`src/rtl/controlador_pkg.sv`:
```
`default_nettype none
// ============================================================================
// Module  : controlador_pkg
// Purpose : State encoding and transaction-type constants for the cashier
//           session sequencer.
// Rev     : 1.0 - initial release
// ============================================================================
package controlador_pkg;

  localparam logic [6:0] c_ST_IDLE         = 7'b000_0001;
  localparam logic [6:0] c_ST_ESPERA_PIN   = 7'b000_0010;
  localparam logic [6:0] c_ST_ESPERA_TIPO  = 7'b000_0100;
  localparam logic [6:0] c_ST_ESPERA_MONTO = 7'b000_1000;
  localparam logic [6:0] c_ST_EJECUTAR     = 7'b001_0000;
  localparam logic [6:0] c_ST_CIERRE       = 7'b010_0000;
  localparam logic [6:0] c_ST_BLOQUEADO    = 7'b100_0000;

  localparam logic TIPO_DEPOSITO = 1'b0;
  localparam logic TIPO_RETIRO   = 1'b1;

  typedef enum logic [6:0] {
    IDLE         = c_ST_IDLE,
    ESPERA_PIN   = c_ST_ESPERA_PIN,
    ESPERA_TIPO  = c_ST_ESPERA_TIPO,
    ESPERA_MONTO = c_ST_ESPERA_MONTO,
    EJECUTAR     = c_ST_EJECUTAR,
    CIERRE       = c_ST_CIERRE,
    BLOQUEADO    = c_ST_BLOQUEADO
  } estado_t;

endpackage
`default_nettype wire

```
`src/rtl/contador_timeout.sv`:
```
`default_nettype none
// ============================================================================
// Module  : contador_timeout
// Purpose : Saturating wait counter; expira flags TIMEOUT_CYC-1 idle cycles.
// Rev     : 1.0 - initial release
// ============================================================================
module contador_timeout #(
  parameter int TIMEOUT_CYC = 1024
) (
  input  logic clk,
  input  logic reset,
  input  logic clr,
  input  logic en,
  output logic expira
);

  localparam int             c_W   = $clog2(TIMEOUT_CYC);
  localparam logic [c_W-1:0] c_MAX = c_W'(TIMEOUT_CYC - 1);

  logic [c_W-1:0] r_cnt;

  always_ff @(posedge clk) begin
    if (reset || clr) begin
      r_cnt <= '0;
    end else if (en && (r_cnt != c_MAX)) begin
      r_cnt <= r_cnt + 1'b1;
    end
  end

  assign expira = (r_cnt == c_MAX);

endmodule
`default_nettype wire

```
`src/rtl/controlador_transaccion.sv`:
```
`default_nettype none
// ============================================================================
// Module  : controlador_transaccion
// Purpose : Cashier session sequencer: card, PIN verdict, type, amount, execute.
// Rev     : 1.0 - initial release
// ============================================================================
module controlador_transaccion #(
  parameter int BALANCE_W   = 64,
  parameter int MONTO_W     = 32,
  parameter int TIMEOUT_CYC = 1024
) (
  input  logic                 clk,
  input  logic                 reset,
  input  logic                 tarjeta_recibida,
  input  logic                 pin_ok,
  input  logic                 pin_bloqueo,
  input  logic                 tipo_stb,
  input  logic                 tipo_trans,
  input  logic                 monto_stb,
  input  logic [MONTO_W-1:0]   monto,
  input  logic                 balance_load,
  input  logic [BALANCE_W-1:0] balance_inicial,
  output logic                 pin_habilitar,
  output logic                 ocupado,
  output logic [BALANCE_W-1:0] balance,
  output logic                 balance_actualizado,
  output logic                 entregar_dinero,
  output logic                 fondos_insuficientes,
  output logic                 tiempo_agotado,
  output logic                 bloqueado,
  output logic                 fin
);
  import controlador_pkg::*;

  estado_t              r_estado, w_estado_sig;
  logic                 r_tipo;
  logic [MONTO_W-1:0]   r_monto;
  logic [BALANCE_W-1:0] r_balance, w_balance_sig;
  logic                 r_pin_hab, r_ocupado, r_act, r_ent, r_fondos, r_tout, r_bloq, r_fin;
  logic                 w_act, w_ent, w_fondos, w_tout, w_fin;
  logic                 w_clr, w_en, w_expira;
  logic [BALANCE_W-1:0] w_monto_ext;
  logic [BALANCE_W:0]   w_suma;

  // The counter runs only while waiting for a user strobe; a strobe restarts it
  // so the next wait state starts from zero.
  assign w_en  = ((r_estado == ESPERA_TIPO)  && !tipo_stb) ||
                 ((r_estado == ESPERA_MONTO) && !monto_stb);
  assign w_clr = !((r_estado == ESPERA_TIPO) || (r_estado == ESPERA_MONTO)) ||
                 ((r_estado == ESPERA_TIPO) && tipo_stb);

  contador_timeout #(
    .TIMEOUT_CYC (TIMEOUT_CYC)
  ) u_contador_timeout (
    .clk    (clk),
    .reset  (reset),
    .clr    (w_clr),
    .en     (w_en),
    .expira (w_expira)
  );

  assign w_monto_ext = BALANCE_W'(r_monto);
  assign w_suma      = {1'b0, r_balance} + {1'b0, w_monto_ext};

  always_comb begin
    w_estado_sig  = r_estado;
    w_balance_sig = r_balance;
    w_act         = 1'b0;
    w_ent         = 1'b0;
    w_fondos      = 1'b0;
    w_tout        = 1'b0;
    w_fin         = 1'b0;
    case (r_estado)
      IDLE: begin
        if (balance_load)     w_balance_sig = balance_inicial;
        if (tarjeta_recibida) w_estado_sig  = ESPERA_PIN;
      end
      ESPERA_PIN: begin
        if (pin_bloqueo)      w_estado_sig = BLOQUEADO;
        else if (pin_ok)      w_estado_sig = ESPERA_TIPO;
      end
      ESPERA_TIPO: begin
        if (tipo_stb) begin
          w_estado_sig = ESPERA_MONTO;
        end else if (w_expira) begin
          w_estado_sig = IDLE;
          w_tout       = 1'b1;
        end
      end
      ESPERA_MONTO: begin
        if (monto_stb) begin
          w_estado_sig = EJECUTAR;
        end else if (w_expira) begin
          w_estado_sig = IDLE;
          w_tout       = 1'b1;
        end
      end
      EJECUTAR: begin
        w_estado_sig = CIERRE;
        w_fin        = 1'b1;
        if (r_monto != '0) begin
          if (r_tipo == TIPO_DEPOSITO) begin
            w_balance_sig = w_suma[BALANCE_W] ? '1 : w_suma[BALANCE_W-1:0];
            w_act         = 1'b1;
          end else if (w_monto_ext <= r_balance) begin
            w_balance_sig = r_balance - w_monto_ext;
            w_act         = 1'b1;
            w_ent         = 1'b1;
          end else begin
            w_fondos      = 1'b1;
          end
        end
      end
      CIERRE:    w_estado_sig = IDLE;
      BLOQUEADO: w_estado_sig = BLOQUEADO;
      default:   w_estado_sig = IDLE;
    endcase
  end

  always_ff @(posedge clk) begin
    if (reset) begin
      r_estado  <= IDLE;
      r_tipo    <= 1'b0;
      r_monto   <= '0;
      r_balance <= '0;
      r_pin_hab <= 1'b0;
      r_ocupado <= 1'b0;
      r_act     <= 1'b0;
      r_ent     <= 1'b0;
      r_fondos  <= 1'b0;
      r_tout    <= 1'b0;
      r_bloq    <= 1'b0;
      r_fin     <= 1'b0;
    end else begin
      r_estado  <= w_estado_sig;
      r_balance <= w_balance_sig;
      if ((r_estado == ESPERA_TIPO) && tipo_stb)   r_tipo  <= tipo_trans;
      if ((r_estado == ESPERA_MONTO) && monto_stb) r_monto <= monto;
      // Levels follow the state being entered so they align with it.
      r_pin_hab <= (w_estado_sig == ESPERA_PIN);
      r_ocupado <= (w_estado_sig != IDLE);
      r_bloq    <= (w_estado_sig == BLOQUEADO);
      r_act     <= w_act;
      r_ent     <= w_ent;
      r_fondos  <= w_fondos;
      r_tout    <= w_tout;
      r_fin     <= w_fin;
    end
  end

  assign pin_habilitar        = r_pin_hab;
  assign ocupado              = r_ocupado;
  assign balance              = r_balance;
  assign balance_actualizado  = r_act;
  assign entregar_dinero      = r_ent;
  assign fondos_insuficientes = r_fondos;
  assign tiempo_agotado       = r_tout;
  assign bloqueado            = r_bloq;
  assign fin                  = r_fin;

endmodule
`default_nettype wire

```
`config.mk`:
```
export PLATFORM = sky130hd
export DESIGN_NAME = controlador_transaccion
export DESIGN_NICKNAME = d
export VERILOG_FILES = /design/src/rtl/controlador_pkg.sv /design/src/rtl/contador_timeout.sv /design/src/rtl/controlador_transaccion.sv
export SDC_FILE = /design/constraint.sdc
export NUM_CORES = 1
export LEC_CHECK = 0
export BUFFER_PORTS_ARGS = -buffer_cell sky130_fd_sc_hd__buf_2
export CAP_MARGIN = 20
export CORE_MARGIN = 2
export CORE_UTILIZATION = 29
export DETAILED_ROUTE_END_ITERATION = 6
export PLACE_DENSITY = 0.54
export SLEW_MARGIN = 20
export SYNTH_ARGS = -nofsm -noshare
export SYNTH_HDL_FRONTEND = slang
export SYNTH_SLANG_ARGS = --single-unit
```
`constraint.sdc`:
```
create_clock -name clk -period 4.5 [get_ports clk]
set_input_delay 0.9 -clock clk [delete_from_list [all_inputs] [get_ports clk]]
set_output_delay 0.9 -clock clk [all_outputs]
set_load 0.01 [all_outputs]
```
==> results.json, run 1 <==
{
  "status": "finished clean",
  "placed_cell_area_um2": 12000,
  "vias": 11800,
  "criticalPathCategory": "flip-flop to flip-flop",
  "setup_viol": 0,
  "syn_area_um2": 10700,
  "viasPerCell": 5.66,
  "synth_top_area_share_pct": 22.9,
  "synth_fa_ha_area_share_pct": 8.00,
  "layout-drive-gt1-share_pct": 17.3,
  "cts_tree": "yes",
  "whs_path_depth": 2,
  "cp_slowest_cell": "a2111oi_1",
  "hp-start": "u_contador_timeout.r_cnt[5]$_SDFFE_PP0P_",
  "overflow": 0,
  "arrival_ns": 4.32,
  "final_max_slew_viol_count": 0,
  "multi_input_area_um2": 7470,
  "crit_fanout": 5,
  "slew_headroom_pct": 42.0,
  "synth_compound_gate_area_share_pct": 30.4,
  "clk_latency_ns": 0.45,
  "synth-xor-area-share_pct": 3.70,
  "diodes": 0,
  "wl_per_cell_um": 20.2,
  "drt_iter0_markers": 905,
  "ir_drop_v": 0.000305,
  "clk_pin_slew_worst_paths_ns": 0.06,
  "numPortBuffers": 176,
  "area_growth_pct": 18.1,
  "pin_count": 177,
  "end_kind": "flip-flop",
  "ys_ff_latch": 122,
  "ff2ff_setup_slack_ns": 0.52,
  "antenna_found_initial": 1,
  "power.density_nw_per_um2": 332,
  "rr_endpoint": "balance[38]$_SDFFE_PP0P_",
  "grt.total_usage_pct": 21.7,
  "critPathMaxStageDelay_ns": 0.61,
  "die_w_um": 196,
  "holdPathEnd": "u_contador_timeout.r_cnt[5]$_SDFFE_PP0P_",
  "yosysWarnings": 0,
  "path_cells": "ha_1 -> inv_1 -> fa_1 -> a211oi_1 -> o21ai_1 -> a31oi_1 -> o21ai_1 -> a2111oi_1 -> buf_4 -> o41ai_1 -> o31a_1 -> or3_1 -> a31o_2",
  "max_freq_mhz": 251,
  "leakagePower_nw": 5.11,
  "rr_worst_depth": 13,
  "rsz0062_at_grt": "no",
  "drtPass1Iterations": 7,
  "synth_top_area_cell": "dfxtp_1",
  "crit_start": "r_monto[0]$_SDFFE_PP0P_",
  "setup_tns_ns": 0,
  "post_cts_resized": 0,
  "ys.flop_type": "dfxtp_1",
  "regArea_um2": 2440,
  "synth-edff-count": 0,
  "synthMuxAreaShare_pct": 1.51,
  "cts_max_level": 4,
  "wl_um": 42300,
  "worstMarginPinSlew_ns": 0.860,
  "ys_async_sr_fraction_pct": 0,
  "initial_utilization_pct": 29.3,
  "drc_errors": 0,
  "fp.coreArea_um2": 36400,
  "hpwl_um": 31900,
  "avgSynthCellArea_um2": 7.14,
  "nNetsFinal": 1782,
  "die_h_um": 196,
  "first_global_vias": 11400,
  "critPathMostFrequentCell": "o21ai_1",
  "syn_inst": 1493,
  "globalplace.congestion": 0.932,
  "antenna_left": 0,
  "cap_violations": 0,
  "num-fill-cells": 3907,
  "stdcell_area_um2": 12600,
  "yosys-top-cells-area": "dfxtp_1 (23%), ha_1 (7.6%), a21oi_1 (6.7%), nand2_1 (6.0%), nor2_1 (4.6%)",
  "fin_skew_ns": 0.0120,
  "synthSimpleGateAreaFrac_pct": 26.2,
  "synth_top_family_by_area": "compound AO/OA/AOI/OAI gates",
  "period_share_pct": 88.4,
  "syn-num-nets": 1665,
  "grt_pass1_wl_um": 65000,
  "post-cts-setup-buffers": 0,
  "grt_max_degree": 62,
  "dieArea_um2": 38300,
  "ys_seq_area_share_pct": 22.9,
  "r2r_start": "r_monto[0]$_SDFFE_PP0P_",
  "min_period_ns": 3.98,
  "hold_violations": 0,
  "ys_types": 83,
  "clock-sinks": 122,
  "start_kind": "flip-flop",
  "cts_buffers": 17,
  "cts.path.max_buffers": 2,
  "clock-root-buffer": "clkbuf_16",
  "rows": 70,
  "ctsHoldBuffers": 0,
  "cp.required_ns": 4.84,
  "hold_class": "flip-flop to flip-flop"
}
[cell families (layout without fill, tap and decap cells)]
| logic type | Yosys count | count (layout) |
|---|---|---|
| AND/OR/NAND/NOR | 569 | 569 |
| AO/OA/AOI/OAI | 481 | 481 |
| flip-flops | 122 | 122 |
| multiplexers | 16 | 16 |
| adder cells (fa/ha/maj) | 67 | 67 |
| buffers and inverters | 193 | 321 |
| XOR/XNOR | 45 | 45 |
[critical path, delay by kind of cell, from the launching register on]
kind | cells | cell delay [ns]
buffers and inverters | 2 | 0.29
adders and majority gates | 2 | 0.60
DFF | 1 | 0.38
AOI/OAI and AO/OA | 8 | 2.30
and+or+nand+nor | 1 | 0.32
[power breakdown]
group          switching, mW  internal (mW)  total [mW]  leakage (nW)
Combinational          0.880          0.506        1.39          3.81
Sequential             0.136           1.16        1.29         0.995
Clock                  0.556          0.950        1.51         0.307
[how the worst max path moves through the flow]
stage | end | slack (ns) | cells after the start
floorplan | balance[38]$_SDFFE_PP0P_ | 1.33 | 13
CTS | balance[51]$_SDFFE_PP0P_ | 0.61 | 13
global placement | balance[38]$_SDFFE_PP0P_ | 0.64 | 14
finish | balance[38]$_SDFFE_PP0P_ | 0.52 | 13
detailed placement | balance[51]$_SDFFE_PP0P_ | 0.62 | 13
global route | balance[60]$_SDFFE_PP0P_ | 0.28 | 12
[per-stage QoR]
| step | utilization, % | cells | power, mW | setup slack [ns] | hold WS (ns) |
|---|---|---|---|---|---|
| floorplan | - | 1493 | 2.17 | 1.33 | 0.454 |
| global placement | 32.8 | 2059 | 2.67 | 0.636 | 0.469 |
| detailed placement | 32.9 | 2059 | 2.67 | 0.620 | 0.480 |
| CTS | 34.6 | 2089 | 4.19 | 0.605 | 0.489 |
| global route | 34.6 | 2089 | 4.39 | 0.279 | 0.506 |
| finish | 34.6 | 2089 | 4.18 | 0.523 | 0.486 |
[sequential cells by signal, summed over array words and instances, names as in the netlist]
register                  count
balance                      64
balance_actualizado           1
bloqueado                     1
entregar_dinero               1
fin                           1
fondos_insuficientes          1
ocupado                       1
pin_habilitar                 1
r_estado                      7
r_monto                      32
r_tipo                        1
tiempo_agotado                1
u_contador_timeout.r_cnt     10
[area by class of cell]
class,count,area share (%)
multi-input cells,1178,59.4
well taps,468,4.65
clock buffers,23,4.03
clock inverters,7,0.894
inverters,84,2.50
repair buffers,207,9.16
flip-flops and latches,122,19.4
[cell usage in the layout (no fill, tap or decap), drive strengths merged, types with 45 or more instances in the layout]
| cell | count |
|---|---|
| nor2 | 130 |
| inv | 83 |
| o21ai | 87 |
| ha | 65 |
| a21oi | 144 |
| dfxtp | 122 |
| nand2 | 172 |
| nand3 | 47 |
| buf | 207 |
| nor3 | 45 |
[routing by layer]
| layer | global-route usage (%) | part of all wire, % |
|---|---|---|
| met5 | 0 | 0 |
| met3 | 4.04 | 6.1 |
| met1 | 29.0 | 46 |
| met2 | 34.8 | 45 |
| met4 | 8.11 | 2.9 |
[synth_stat cells (14+ instances only)]
master    number
a31oi_1       18
a21oi_1      143
nand4_1       25
a21o_1        25
mux2i_1       15
nand2_1      171
o31ai_1       20
xnor2_1       35
nand3_1       46
dfxtp_1      122
nor2_1       130
clkbuf_1      70
ha_1          65
nor3_1        43
inv_1         82
o41ai_1       14
o21ai_0       77
or3_1         21
nor2b_1       19
nor4_1        32
o221ai_1      22
o211ai_1      23
o21bai_1      17
buf_2         31
(Power assumes the default switching activity.)
==> run 2, diff against run 1 <==
--- a/config.mk
+++ b/config.mk
@@ -7,9 +7,10 @@
 export LEC_CHECK = 0
 export BUFFER_PORTS_ARGS = -buffer_cell sky130_fd_sc_hd__buf_2
 export CAP_MARGIN = 20
-export CORE_MARGIN = 2
+export CORE_MARGIN = 3
 export CORE_UTILIZATION = 29
 export DETAILED_ROUTE_END_ITERATION = 6
+export GPL_TIMING_DRIVEN = 1
 export PLACE_DENSITY = 0.54
 export SLEW_MARGIN = 20
 export SYNTH_ARGS = -nofsm -noshare
==> constraint.sdc (replaced) <==
create_clock -name clk -period 4.3 [get_ports clk]
set_input_delay 0.86 -clock clk [delete_from_list [all_inputs] [get_ports clk]]
set_output_delay 0.86 -clock clk [all_outputs]
set_load 0.01 [all_outputs]
==> results.json, run 2 (synthesis gave the netlist of run 1 again) <==
{
  "path_cells": "inv_1 -> ha_1 -> or4_1 -> a31oi_1 -> o211ai_1 -> a211oi_2 -> o2111ai_2 -> o41ai_1 -> o21ai_0 -> a221oi_2",
  "pin_count": 177,
  "diodes": 0,
  "rsz0062_at_grt": "no",
  "nNetsFinal": 1776,
  "drtPass1Iterations": 5,
  "ir_drop_v": 0.000286,
  "final_common_cell": "buf_2",
  "post-cts-setup-buffers": 0,
  "grt_pass1_wl_um": 63700,
  "globalplace.congestion": 0.928,
  "viasPerCell": 5.67,
  "fp.coreArea_um2": 35900,
  "initial_utilization_pct": 29.7,
  "layout.cells.non_filler": 2078,
  "arrival_ns": 4.33,
  "drc_errors": 0,
  "dp.cells": 2046,
  "grt.total_usage_pct": 20.5,
  "cts_tree": "yes",
  "clk_latency_ns": 0.45,
  "crit_buf_inv": 1,
  "cts_buffers": 17,
  "drt_iter0_markers": 897,
  "rows": 69,
  "clock-root-buffer": "clkbuf_16",
  "pwr-share-seq_pct": 31.3,
  "max_freq_mhz": 251,
  "wl_per_cell_um": 19.7,
  "cp_slowest_cell": "o41ai_1",
  "most-common-layout-cells": "buf_2 (175), nand2_1 (171), a21oi_1 (143), nor2_1 (130), dfxtp_1 (121)",
  "min_period_ns": 3.98,
  "grt_max_degree": 87,
  "place_ws_ns": 0.450,
  "finalPower_mw": 4.32,
  "setup_tns_ns": 0,
  "p_sw_share_pct": 38.4,
  "area_growth_pct": 17.3,
  "cap_violations": 0,
  "criticalPathCategory": "flip-flop to flip-flop",
  "status": "finished clean",
  "slew_headroom_pct": 34.2,
  "clock-sinks": 122,
  "dieArea_um2": 39100,
  "power.density_nw_per_um2": 346,
  "clk_pin_slew_worst_paths_ns": 0.06,
  "start_kind": "flip-flop",
  "num-fill-cells": 3939,
  "cts.path.max_buffers": 2,
  "hold_class": "flip-flop to flip-flop",
  "end_kind": "flip-flop",
  "crit_fanout": 15,
  "die_w_um": 198,
  "fin_util_pct": 34.8,
  "numPortBuffers": 176,
  "internal_power_mw": 2.66,
  "worstMarginPinSlew_ns": 0.987,
  "worst_slack_ns": 0.320,
  "antenna_left": 0,
  "cp.required_ns": 4.65,
  "largest_reg_flops": 64,
  "wl_um": 40900,
  "leakagePower_nw": 5.06,
  "die_h_um": 198,
  "layout-drive-gt1-share_pct": 17.0,
  "post_cts_resized": 0,
  "ctsHoldBuffers": 0,
  "regArea_um2": 2440,
  "multi_input_area_um2": 7470,
  "final_max_slew_viol_count": 0,
  "period_share_pct": 92.6,
  "critPathMaxStageDelay_ns": 0.62,
  "setup_viol": 0,
  "fin_skew_ns": 0.0179,
  "hpwl_um": 31300,
  "overflow": 0,
  "p_comb_share_pct": 33.1,
  "power.share.clock_pct": 35.6,
  "antenna_found_initial": 0,
  "crit_family": "compound AO/OA/AOI/OAI gates",
  "cts_max_level": 4,
  "hold_violations": 0,
  "switching_power_mw": 1.66,
  "first_global_vias": 11200,
  "vias": 11800
}
[run 2: cell types whose count changed in the layout (fill, tap and decap cells not counted)]
cell        delta
buf_4          -6
clkbuf_8       -5
o21ai_2        -1
buf_6          +1
nor3_1         +1
clkinvlp_4     +1
inv_6          +1
nor3_2         -1
buf_12         -1
o21ai_1        +1
clkinv_4       +5
[run 2: path summary, 6_finish.rpt]
kind | start | endpoint | slack, ns | cells after the start
hold / removal | u_contador_timeout.r_cnt[7]$_SDFFE_PP0P_ | u_contador_timeout.r_cnt[7]$_SDFFE_PP0P_ | 0.48 | 2
hold reg to reg | u_contador_timeout.r_cnt[7]$_SDFFE_PP0P_ | u_contador_timeout.r_cnt[7]$_SDFFE_PP0P_ | 0.48 | 2
setup / recovery | r_monto[15]$_SDFFE_PP0P_ | balance[52]$_SDFFE_PP0P_ | 0.32 | 10
setup reg to reg | r_monto[15]$_SDFFE_PP0P_ | balance[52]$_SDFFE_PP0P_ | 0.32 | 10
[run 2: power by group through the flow]
stage | clock network, mW | registers [mW] | logic (mW)
2_1_floorplan | 0 | 1.34 | 0.930
3_3_place_gp | 0 | 1.37 | 1.40
3_5_place_dp | 0 | 1.37 | 1.41
4_1_cts | 1.57 | 1.35 | 1.42
5_1_grt | 1.62 | 1.37 | 1.57
6_report | 1.54 | 1.35 | 1.43
[run 2: layer usage]
metal	wire [um]	GRT usage [%]
met5	0	0
met4	1280	6.97
met3	2710	4.76
met2	17800	31.3
met1	19100	28.5
[run 2: cell type report]
type	count	share of cell area (%)
multi-input cells	1178	59.7
flip-flops and latches	122	19.5
repair buffers	201	8.79
well taps	461	4.61
clock buffers	18	3.51
inverters	84	2.52
clock inverters	14	1.38
[run 2: per-stage QoR]
stage	cell area, um2	hold slack [ns]
after global routing	12500	0.515
after floorplan	10700	0.454
final	12500	0.485
after global placement	11900	0.472
after detailed placement	11900	0.481
after CTS	12500	0.489
[run 2: worst min-delay path, delay by kind of cell (launching register included)]
family / cells / cell delay [ns]
AO/OA/AOI/OAI: 2 / 0.13
flip-flops: 1 / 0.31
==> run 3, diff against run 2 <==
--- a/config.mk
+++ b/config.mk
@@ -10,6 +10,7 @@
 export CORE_MARGIN = 3
 export CORE_UTILIZATION = 29
 export DETAILED_ROUTE_END_ITERATION = 6
+export GPL_ROUTABILITY_DRIVEN = 0
 export GPL_TIMING_DRIVEN = 1
 export PLACE_DENSITY = 0.54
 export SLEW_MARGIN = 20
==> constraint.sdc (replaced) <==
create_clock -name clk -period 4.7 [get_ports clk]
set_input_delay 0.94 -clock clk [delete_from_list [all_inputs] [get_ports clk]]
set_output_delay 0.94 -clock clk [all_outputs]
set_load 0.01 [all_outputs]
==> results.json, run 3 (synthesis gave the netlist of run 1 again) <==
{
  "post_cts_resized": 0,
  "wl_um": 40600,
  "nNetsFinal": 1777,
  "wl_per_cell_um": 19.5,
  "status": "finished clean",
  "clock-sinks": 122,
  "setup_viol": 0,
  "final_common_cell": "buf_2",
  "fin_util_pct": 34.9,
  "antenna_found_initial": 0,
  "ctsHoldBuffers": 0,
  "end_kind": "flip-flop",
  "area_growth_pct": 17.4,
  "clk_pin_slew_worst_paths_ns": 0.06,
  "largest_reg_flops": 64,
  "fin_skew_ns": 0.0108,
  "min_period_ns": 4.02,
  "hold_violations": 0,
  "clock-root-buffer": "clkbuf_16",
  "worstMarginPinSlew_ns": 1.27,
  "antenna_left": 0,
  "grt_pass1_wl_um": 63700,
  "cp.required_ns": 5.03,
  "stdcell_area_um2": 12500,
  "viasPerCell": 5.69,
  "dieArea_um2": 39100,
  "hold_class": "flip-flop to flip-flop",
  "cts_max_level": 4,
  "crit_fanout": 12,
  "numPortBuffers": 176,
  "worst_slack_ns": 0.684,
  "slew_headroom_pct": 15.0,
  "r2r_start": "balance[0]$_SDFFE_PP0P_",
  "most-common-layout-cells": "buf_2 (175), nand2_1 (171), a21oi_1 (143), nor2_1 (130), dfxtp_1 (121)",
  "period_share_pct": 85.4,
  "cap_violations": 0,
  "drtPass1Iterations": 5,
  "max_freq_mhz": 249,
  "place_ws_ns": 0.805,
  "hp-start": "balance[17]$_SDFFE_PP0P_",
  "die_w_um": 198,
  "cts.path.max_buffers": 2,
  "crit_start": "balance[0]$_SDFFE_PP0P_",
  "final_max_slew_viol_count": 0,
  "grt_max_degree": 79,
  "cts_tree": "yes",
  "initial_utilization_pct": 29.7,
  "start_kind": "flip-flop",
  "post-cts-setup-buffers": 0,
  "setup_tns_ns": 0,
  "power.density_nw_per_um2": 319,
  "pin_count": 177,
  "first_global_vias": 11300,
  "placed_cell_area_um2": 11900,
  "drc_errors": 0,
  "ir_drop_v": 0.000274,
  "hpwl_um": 30900,
  "drt_iter0_markers": 1064,
  "layout-drive-gt1-share_pct": 17.1,
  "cts_buffers": 17,
  "fp.coreArea_um2": 35900,
  "diodes": 0,
  "overflow": 0,
  "criticalPathCategory": "flip-flop to flip-flop",
  "grt.total_usage_pct": 20.5,
  "vias": 11800,
  "die_h_um": 198,
  "clk_latency_ns": 0.45,
  "rows": 69,
  "rsz0062_at_grt": "no",
  "leakagePower_nw": 5.07,
  "arrival_ns": 4.34
}
run 3: cell types whose count changed in the layout (fill, tap and decap cells not counted):
cell       before  now
buf_12          2    0
buf_4          23   27
buf_6           1    0
bufinv_16       3    4
clkbuf_8        1    0
clkinv_2        3    0
clkinv_4        5    4
inv_6           1    5
run 3: where the power goes:
group	total (mW)	leakage [nW]	switching, mW	internal (mW)
Clock	1.47	0.305	0.569	0.898
Sequential	1.24	0.995	0.130	1.11
Combinational	1.29	3.76	0.820	0.474
Total	4.00	5.07	1.52	2.48
run 3: stage by stage:
stage	hold slack [ns]	instances	total power, mW
after detailed placement	0.475	2047	2.53
after global placement	0.462	2047	2.52
after floorplan	0.454	1493	2.08
after global routing	0.507	2079	4.22
after CTS	0.485	2079	4.02
final	0.488	2079	4.00
run 3: path summary, 6_finish.rpt:
kind	end	slack, ns	depth (start not counted)
worst min-delay path	balance[17]$_SDFFE_PP0P_	0.49	2
worst min register to register	balance[17]$_SDFFE_PP0P_	0.49	2
worst max-delay path	balance[51]$_SDFFE_PP0P_	0.68	12
worst max register to register	balance[51]$_SDFFE_PP0P_	0.68	12
run 3: cell type report:
cell class,instances,area (um2)
Inverter,84,315
Tap cell,461,577
Timing Repair Buffer,202,1080
Fill cell,3881,23400
Clock buffer,17,425
Sequential cell,122,2440
Multi-Input combinational cell,1178,7470
Clock inverter,15,214
run 3: per-layer routing:
| layer | up-vias | wire length (um) | track usage [%] |
|---|---|---|---|
| met5 | - | 0 | 0 |
| met4 | 0 | 880 | 6.00 |
| met3 | 49 | 2840 | 3.96 |
| met2 | 456 | 18000 | 32.0 |
| met1 | 5603 | 18900 | 28.7 |
| li1 | 5715 | - | - |
run 3: worst max-delay path, cell delays in order, from the launching register on:
cell	delay, ns
dfxtp_1	0.34
ha_1	0.23
fa_1	0.39
nor3b_1	0.16
o311ai_1	0.48
nand4b_1	0.31
o211ai_1	0.38
a211oi_2	0.13
buf_4	0.21
o2111ai_2	0.25
and2_1	0.66
o2111a_1	0.30
a211oi_1	0.05
